==> src/rtl/orbtrace_cmd_pkg.sv <==
// Shared opcodes, acknowledge codes and decoder state encoding for the host command decoder.
// The CSUM state exists only when CMD_CHECKSUM_EN is defined.
package orbtrace_cmd_pkg;

  localparam logic [7:0] CMD_SET_WIDTH     = 8'h01;
  localparam logic [7:0] CMD_TRACE_EN      = 8'h02;
  localparam logic [7:0] CMD_STATUS        = 8'h03;
  localparam logic [7:0] ACK_OK_MASK       = 8'h80;
  localparam logic [7:0] ACK_ERR           = 8'hEE;
  localparam logic [7:0] SYNC_BYTE_DEFAULT = 8'hA5;

`ifdef CMD_CHECKSUM_EN
  typedef enum logic [1:0] {ST_IDLE, ST_CMD, ST_ARG, ST_CSUM} dec_state_e;
`else
  typedef enum logic [1:0] {ST_IDLE, ST_CMD, ST_ARG} dec_state_e;
`endif

  function automatic logic width_legal(input logic [7:0] arg);
    return (arg == 8'd1) || (arg == 8'd2) || (arg == 8'd4);
  endfunction

endpackage

==> src/rtl/cmd_decoder_rx_gap_timer.sv <==
// Inter-byte gap timer: counts idle cycles while a frame is open and strobes
// o_expired on the cycle the gap reaches TIMEOUT_CYCLES.
module rx_gap_timer #(
  parameter int TIMEOUT_CYCLES = 480_000
) (
  input  logic clk,
  input  logic rst,
  input  logic i_clear,
  input  logic i_run,
  output logic o_expired
);

  localparam int            CW   = (TIMEOUT_CYCLES > 1) ? $clog2(TIMEOUT_CYCLES) : 1;
  localparam logic [CW-1:0] LAST = CW'(TIMEOUT_CYCLES - 1);

  logic [CW-1:0] r_count;
  logic          w_expired;

  assign w_expired = i_run && !i_clear && (r_count == LAST);
  assign o_expired = w_expired;

  // NOTE: sequential state uses non-blocking assignments so every flop samples pre-edge values.
  always_ff @(posedge clk) begin
    if (rst) begin
      r_count <= '0;
    end else if (i_clear || !i_run || w_expired) begin
      r_count <= '0;
    end else begin
      r_count <= r_count + CW'(1);
    end
  end

endmodule

==> src/rtl/cmd_decoder.sv <==
// Host command decoder: parses SYNC/CMD/ARG[/CSUM] frames from the UART and drives trace config
// plus a single-entry acknowledge register. CMD_CHECKSUM_EN selects the 4-byte checksummed frame.
module cmd_decoder
  import orbtrace_cmd_pkg::*;
#(
  parameter logic [7:0] SYNC_BYTE      = SYNC_BYTE_DEFAULT,
  parameter int         TIMEOUT_CYCLES = 480_000
) (
  input  logic       clk,
  input  logic       rst,
  input  logic [7:0] rxByte,
  input  logic       rxTrig,
  input  logic       rxErr,
  output logic [2:0] width,
  output logic       traceEn,
  output logic       cmdValid,
  output logic       cmdErr,
  output logic [7:0] errCount,
  output logic       ackAvail,
  output logic [7:0] ackByte,
  input  logic       ackNext
);

  dec_state_e r_state, w_state_nxt;
  logic [7:0] r_cmd, w_cmd_nxt;
`ifdef CMD_CHECKSUM_EN
  logic [7:0] r_arg, w_arg_nxt;
`endif
  logic [2:0] r_width, w_width_nxt;
  logic       r_trace_en, w_trace_en_nxt;
  logic       r_cmd_valid, r_cmd_err;
  logic [7:0] r_err_count, w_err_count_nxt;
  logic       r_ack_avail, w_ack_avail_nxt;
  logic [7:0] r_ack_byte, w_ack_byte_nxt;

  logic       w_expired, w_final, w_csum_ok, w_err_abort, w_cmd_ok, w_reject, w_ack_load;
  logic [7:0] w_fin_arg, w_ack_val;

  rx_gap_timer #(.TIMEOUT_CYCLES(TIMEOUT_CYCLES)) u_gap_timer (
    .clk       (clk),
    .rst       (rst),
    .i_clear   (rxTrig),
    .i_run     (r_state != ST_IDLE),
    .o_expired (w_expired)
  );

  // NOTE: every combinational output gets a default first so no path can infer a latch.
  always_comb begin
    w_state_nxt = r_state;
    w_cmd_nxt   = r_cmd;
`ifdef CMD_CHECKSUM_EN
    w_arg_nxt   = r_arg;
`endif
    w_final     = 1'b0;
    w_fin_arg   = rxByte;
    w_csum_ok   = 1'b1;

    case (r_state)
      ST_IDLE: if (rxTrig && rxByte == SYNC_BYTE) w_state_nxt = ST_CMD;
      ST_CMD: if (rxTrig) begin
        w_cmd_nxt   = rxByte;
        w_state_nxt = ST_ARG;
      end
`ifdef CMD_CHECKSUM_EN
      ST_ARG: if (rxTrig) begin
        w_arg_nxt   = rxByte;
        w_state_nxt = ST_CSUM;
      end
      ST_CSUM: if (rxTrig) begin
        w_final     = 1'b1;
        w_fin_arg   = r_arg;
        w_csum_ok   = (rxByte == (r_cmd ^ r_arg));
        w_state_nxt = ST_IDLE;
      end
`else
      ST_ARG: if (rxTrig) begin
        w_final     = 1'b1;
        w_state_nxt = ST_IDLE;
      end
`endif
      default: w_state_nxt = ST_IDLE;
    endcase

    // A UART error or gap timeout aborts the open frame, even if a byte arrives alongside.
    w_err_abort = (r_state != ST_IDLE) && rxErr;
    if (w_err_abort || w_expired) begin
      w_state_nxt = ST_IDLE;
      w_final     = 1'b0;
    end

    w_cmd_ok       = 1'b0;
    w_ack_val      = ACK_ERR;
    w_width_nxt    = r_width;
    w_trace_en_nxt = r_trace_en;
    if (w_final && w_csum_ok) begin
      case (r_cmd)
        CMD_SET_WIDTH: if (width_legal(w_fin_arg)) begin
          w_cmd_ok    = 1'b1;
          w_width_nxt = w_fin_arg[2:0];
          w_ack_val   = CMD_SET_WIDTH | ACK_OK_MASK;
        end
        CMD_TRACE_EN: begin
          w_cmd_ok       = 1'b1;
          w_trace_en_nxt = w_fin_arg[0];
          w_ack_val      = CMD_TRACE_EN | ACK_OK_MASK;
        end
        CMD_STATUS: begin
          w_cmd_ok  = 1'b1;
          w_ack_val = {3'b000, r_trace_en, 1'b0, r_width};
        end
        default: w_cmd_ok = 1'b0;
      endcase
    end

    w_reject        = (w_final && !w_cmd_ok) || w_err_abort || w_expired;
    w_ack_load      = w_final || w_err_abort;
    w_err_count_nxt = (w_reject && r_err_count != 8'hFF) ? r_err_count + 8'd1 : r_err_count;

    // A fresh load beats a simultaneous pop so the new byte is never lost.
    w_ack_avail_nxt = r_ack_avail;
    w_ack_byte_nxt  = r_ack_byte;
    if (w_ack_load) begin
      w_ack_avail_nxt = 1'b1;
      w_ack_byte_nxt  = w_ack_val;
    end else if (ackNext) begin
      w_ack_avail_nxt = 1'b0;
    end
  end

  always_ff @(posedge clk) begin
    if (rst) begin
      r_state     <= ST_IDLE;
      r_cmd       <= 8'h00;
`ifdef CMD_CHECKSUM_EN
      r_arg       <= 8'h00;
`endif
      r_width     <= 3'd1;
      r_trace_en  <= 1'b0;
      r_cmd_valid <= 1'b0;
      r_cmd_err   <= 1'b0;
      r_err_count <= 8'h00;
      r_ack_avail <= 1'b0;
      r_ack_byte  <= 8'h00;
    end else begin
      r_state     <= w_state_nxt;
      r_cmd       <= w_cmd_nxt;
`ifdef CMD_CHECKSUM_EN
      r_arg       <= w_arg_nxt;
`endif
      r_width     <= w_width_nxt;
      r_trace_en  <= w_trace_en_nxt;
      r_cmd_valid <= w_cmd_ok;
      r_cmd_err   <= w_reject;
      r_err_count <= w_err_count_nxt;
      r_ack_avail <= w_ack_avail_nxt;
      r_ack_byte  <= w_ack_byte_nxt;
    end
  end

  assign width    = r_width;
  assign traceEn  = r_trace_en;
  assign cmdValid = r_cmd_valid;
  assign cmdErr   = r_cmd_err;
  assign errCount = r_err_count;
  assign ackAvail = r_ack_avail;
  assign ackByte  = r_ack_byte;

endmodule
==> config.mk <==
export PLATFORM = sky130hd
export DESIGN_NAME = cmd_decoder
export DESIGN_NICKNAME = d
export VERILOG_FILES = /design/src/rtl/orbtrace_cmd_pkg.sv /design/src/rtl/cmd_decoder_rx_gap_timer.sv /design/src/rtl/cmd_decoder.sv
export SDC_FILE = /design/constraint.sdc
export NUM_CORES = 1
export LEC_CHECK = 0
export CAP_MARGIN = 0
export CORE_MARGIN = 2
export CORE_UTILIZATION = 35
export DETAILED_ROUTE_END_ITERATION = 8
export SYNTH_ARGS = -nofsm -noshare
export SYNTH_HDL_FRONTEND = slang
export SYNTH_HIERARCHICAL = 1
export SYNTH_SLANG_ARGS = --single-unit
==> constraint.sdc <==
create_clock -name clk -period 7.72 [get_ports clk]
set_clock_uncertainty 0.15 [all_clocks]
set_input_delay 1.544 -clock clk [delete_from_list [all_inputs] [get_ports clk]]
set_output_delay 1.544 -clock clk [all_outputs]
set_load 0.05 [all_outputs]
Word-level counts from Yosys, hierarchy flattened
Cells that the tools add are included.

Register bits: 52. Input port bits: 13.

$add $sub $neg: 2. Equal/unequal tests: 14. Reductions and logical operators: 27. Muxes and demuxes: 15.

Operators by type and width (count): $eq 8x2->1 const B (3); $pmux 8 s3 (1); $add 19x1->19 const B (1); $eq 19x19->1 const B (1); $eq 8x1->1 const B (2); $add 8x1->8 const B (1); $eq 8x3->1 const B (1); $eq 8x8->1 const B (1); $logic_or 1x1->1 (8); $mux 8 (1); $ne 8x8->1 const B (1); $mux 1 (7); $mux 7 (1); $logic_and 1x1->1 (6); $mux 2 (3); $ne 2x2->1 const B (3); $pmux 2 s3 (1); $reduce_and 3->1 (2); $reduce_or 2->1 (3); $reduce_and 2->1 (2); $reduce_bool 2->1 (2); $logic_not 1->1 (3); $eq 2x1->1 const B (1); $eq 2x2->1 const B (1); other kinds (2) (2).

Logic depth before layout (Yosys ltp)
Depth in word-level cells: 11. Depth in mapped cells: 10. Mapped depth without buffers: 10.

Modules after synthesis
Netlist, hierarchy kept.

By module, submodules not included: cmd_decoder (sequential area each 620.6 µm², instances 1, cells each 165, area each 1471.4 µm²); rx_gap_timer (sequential area each 380.4 µm², instances 1, cells each 98, area each 899.6 µm²).

Least setup slack after synthesis
OpenSTA, ideal clock, no wires.

Path type: input to register. Start point: input rxByte[6]. End point: register r_err_count[7], in the netlist errCount[7]. Data arrival time: 2.924 ns. Setup time: 0.123 ns. Slack: 4.522 ns. Buffers on the path: 1. Stages: 6. Cell sequence: nor3_1 -> nand3_1 -> a2111oi_4 -> buf_6 -> nor4_1 -> mux2_1.

Word-level cells in the longest chain between the ends: 11. Elaborated cells between the ends (all ways): 13. Classes of those cells: 3 x eq/ne; 3 x mux; 7 x reduce/logical.

RTL lines: start: declaration (RTL line cmd_decoder.sv:11) `input logic [7:0] rxByte,`; $eq 8x1->1 / $eq 8x2->1 (equally long branches) (RTL line orbtrace_cmd_pkg.sv:19) `return (arg == 8'd1) || (arg == 8'd2) || (arg == 8'd4);`; $logic_or 1x1->1 (RTL line orbtrace_cmd_pkg.sv:19); $logic_or 1x1->1 * (RTL line orbtrace_cmd_pkg.sv:19); $mux 1 * (RTL line cmd_decoder.sv:97) `CMD_SET_WIDTH: if (width_legal(w_fin_arg)) begin`; $pmux 1 s2 * (RTL line cmd_decoder.sv:96) `case (r_cmd)`; $mux 1 * (RTL line cmd_decoder.sv:95) `if (w_final && w_csum_ok) begin`; $logic_not 1->1 * (RTL line cmd_decoder.sv:115) `w_reject = (w_final && !w_cmd_ok) || w_err_abort || w_expired;`; $logic_and 1x1->1 * (RTL line cmd_decoder.sv:115); $logic_or 1x1->1 * (2 in series) (RTL line cmd_decoder.sv:115); $logic_and 1x1->1 * (RTL line cmd_decoder.sv:117) `w_err_count_nxt = (w_reject && r_err_count != 8'hFF) ? r_err_count + 8'd1 : r_err_count;`; end signal: assignment (RTL line cmd_decoder.sv:154) `r_err_count <= w_err_count_nxt;`; end: declaration (RTL line cmd_decoder.sv:32) `logic [7:0] r_err_count, w_err_count_nxt;`.

Mark *: on every way between the ends. The rest lies on a longest branch, timed or not. A chain may end at the register's enable or synchronous reset.

Final worst setup path
Start point: input rxByte[6]. End point: register r_err_count[5], in the netlist errCount[5].

The elaborated chain is that of the path after synthesis.

==> summary by stage <==
Status
The flow ran to the end, and the final reports show no timing, DRC or antenna violations.

Place
The final weighted congestion in routability-driven placement is between 0.7 and 0.8. The detailed-placement wirelength estimate is about 3.5 mm. The worst slack at placement is 3.67 ns.

During placement, the flow inserted port buffers numbering 35.

Clocking
The buffer type at the clock tree root is clkbuf_8. The total number of clock tree sinks is 50. The clock buffer count from CTS is 5.

The clock tree from TritonCTS is done. After clock tree synthesis, the clock-pin slew on the worst setup and hold paths is about 0.090 ns. In this run the deepest clock path goes through 2 buffers. The H-tree was split into 2 levels. Post-CTS timing repair inserted 0 buffers for setup. The number of buffers inserted by hold repair at cts is 0. The number of gates resized after CTS is 0. The later-pin clock latency in the skew report is 0.30 ns.

Drt
In this run the remaining antenna-violating nets after routing total 0. The total number of vias is between 1.5k and 2k. The count of routing violations after the opening detailed-route iteration is 98. In the final routed layout, each cell accounts on average for roughly 13 um. The count of TritonRoute iterations in the first routing pass is 4.

The post-detailed-routing wire length is 4.88 mm. The routed design uses between 2 and 2.5 mm of met2 wire. The routed length on met1 is ~2.5 mm. The highest signal layer in the routed design is met4. After detailed routing, the number of remaining DRC violations is 0. The number of vias per cell after detailed routing is approximately 5.2. Summed over all nets, wire length on met3 after detailed routing comes to approximately 180 um.

Setup path
The critical path in this run is classified as in -> reg. The worst setup path is captured at a register. The maximum fanout count along the critical path is 12. STA puts the critical path data arrival time at approximately 3.8 ns.

The nature of the critical path startpoint is an input port. For the worst setup path, the data required time is between 7 and 8 ns.

Global route
Global routing used 13.9% of the available tracks across all layers. The number of global-route vias before repair is 1799. The initial antenna violation count is 0.

The first global-routing pass estimated 8.44 mm of wire. The pin count of the biggest net entering global routing is 29. The remaining global-route overflow is 0.

STA
The count of final max-slew check failures was 0. Setup violations remaining at the end of the flow were counted as 0. Setup repair after global routing left no endpoint under its margin. The final setup slack of the worst path is 3.96 ns. The measured slew at the worst slew-check pin is between 1 and 1.5 ns. Summed over all failing endpoints, the final setup total negative slack is 0 ns.

The maximum clock frequency is 266 MHz. The period utilization is 48.7%. The total count of hold-check failures in the final report is 0.

Headroom to the max-slew limit came out at a little under a third. The smallest hold slack is 0.329 ns. The clock period could shrink to ~3.8 ns.

Floorplanning
Measured along the x axis, the die boundary spans ~86 um. The number of top-level pins is 36. The initial standard-cell utilization of the core is a little under two fifths. The row count is 29. The die area is roughly 0.0074 mm^2. The height of the die is about 86 um. The core area is roughly 0.0065 mm^2.

Yosys
The async set-reset flop share out of synthesis is 0%. Each instance of the synthesized netlist takes up on average 9.02 um^2. The number of flip-flops and latches in the synthesized netlist is 50.

In this run the cell area of the synthesized design comes to approximately 0.0024 mm^2. The post-synthesis sequential area ratio is between 40% and 50%. The total nets after synthesis is ~280. The most common flop cell mapped by yosys is dfxtp_1. Yosys mapped a number of flops with a built-in enable equal to 0.

The warning count from the yosys run is 6. Yosys mapped the design onto 52 distinct sky130hd cell types. The post-synthesis instance total is ~260.

Final layout
The area overhead of the layout relative to synthesis is 18.2%. The repair_antennas step left the layout with diodes totalling 0. At the end of the flow, the number of nets in the layout was 308.

After filler insertion, the fill cell instance count of the layout stands at about 670. The proportion of layout cells with a drive suffix above 1 is 4.78%.

Power
The peak ir drop on the vdd network is 105 uV. The completed layout was analyzed and its total power is about 460 uW. The power per unit of standard cell area is ~160 mW/mm^2. Summed over all cells, the static leakage comes to ~0.00096 uW.

Worst hold path
The tightest min-delay check is of the reg -> reg type.

Job
The number of violations of the max-capacitance limit is 0.
-- path summary, 6_finish.rpt --
| kind | depth (start not counted) | slack (ns) | start | end |
|---|---|---|---|---|
| max | 6 | 3.96 | rxByte[6] | errCount[5]$_SDFFE_PP0P_ |
| min | 2 | 0.33 | ackAvail$_SDFFE_PP0P_ | ackAvail$_SDFFE_PP0P_ |
| max reg2reg | 9 | 4.86 | u_gap_timer/r_count[0]$_SDFF_PP0_ | errCount[5]$_SDFFE_PP0P_ |
| min reg2reg | 2 | 0.33 | ackAvail$_SDFFE_PP0P_ | ackAvail$_SDFFE_PP0P_ |
-- per-layer routing --
layer | track usage, % | vias to the layer above
li1 | - | 997
met1 | 19.5 | 892
met2 | 21.1 | 33
met3 | 3.24 | 7
met4 | 4.69 | 0
met5 | 0 | -
-- report_power, final --
| group | switching (uW) | internal (uW) | total (uW) |
|---|---|---|---|
| Clock | 83.1 | 62.7 | 146 |
| Sequential | 3.36 | 262 | 265 |
| Combinational | 29.5 | 18.8 | 48.3 |
-- critical path, cell delays in order --
cell	delay, ns
clkdlybuf4s50_1	0.42
nor3_1	0.30
nand3_1	0.28
a2111oi_4	0.76
nor4_1	0.17
mux2_1	0.34
-- cell usage in the layout, fill, tap and decap left out, types with 3 or more instances in the layout --
cell type / synthesis / layout
a21oi_1: 10 / 10
and3_1: 4 / 4
and4_1: 3 / 3
clkbuf_8: 0 / 5
clkdlybuf4s50_1: 0 / 35
dfxtp_1: 50 / 50
inv_1: 5 / 5
mux2i_1: 12 / 12
nand2_1: 13 / 13
nand3_1: 15 / 15
nand4_1: 8 / 8
nor2_1: 42 / 42
nor2b_1: 5 / 5
nor3_1: 6 / 6
nor3b_1: 6 / 6
nor4_1: 7 / 7
o21ai_0: 6 / 6
o31ai_1: 4 / 4
or4_1: 4 / 4
xnor2_1: 8 / 8
xor2_1: 8 / 8
-- metrics by stage --
step / util (%) / cells / area [um^2]
2_1_floorplan: - / 263 / 2370
3_3_place_gp: 42.2 / 363 / 2730
3_5_place_dp: 42.2 / 363 / 2730
4_1_cts: 43.4 / 370 / 2800
5_1_grt: 43.4 / 370 / 2800
6_report: 43.4 / 370 / 2800
-- cells in the mapped netlist, types with 3 or more instances --
cell type / count / area [um^2]
nor2_1: 42 / 158
xor2_1: 8 / 70.1
nor2b_1: 5 / 31.3
nor3b_1: 6 / 45.0
and4_1: 3 / 26.3
inv_1: 5 / 18.8
o31ai_1: 4 / 30.0
nand2_1: 13 / 48.8
clkbuf_1: 5 / 18.8
nand4_1: 8 / 50.1
a21oi_1: 10 / 50.1
nor3_1: 6 / 30.0
or4_1: 4 / 30.0
nand3_1: 15 / 75.1
mux2i_1: 12 / 120
and3_1: 4 / 25.0
buf_6: 3 / 33.8
o21ai_0: 6 / 30.0
dfxtp_1: 50 / 1000
nor4_1: 7 / 43.8
xnor2_1: 8 / 70.1
-- cell type report --
cell class	count	area (um^2)	area share (%)
Multi-Input combinational cell	195	1250	44.8
Sequential cell	50	1000	35.7
Timing Repair Buffer	35	350	12.5
Tap cell	77	96.3	3.44
Clock buffer	7	76.3	2.72
Inverter	6	22.5	0.804
-- kinds of logic after synthesis --
family          count (synthesis)  share of synthesized area [%]
compound gates                 34                           10.3
xor+xnor                       16                           5.91
fa+ha+maj                       2                           1.06
buf+inv                        18                           4.85
flops                          50                           42.2
mux                            15                           6.65
simple gates                  128                           29.0
-- registers in the layout (all words and copies together) (netlist names) --
register,flops
errCount,8
ackAvail,1
cmdErr,1
ackByte,6
cmdValid,1
width,3
r_state,2
traceEn,1
u_gap_timer/r_count,19
r_cmd,8
No activity file was read; power rests on OpenSTA's default activity.
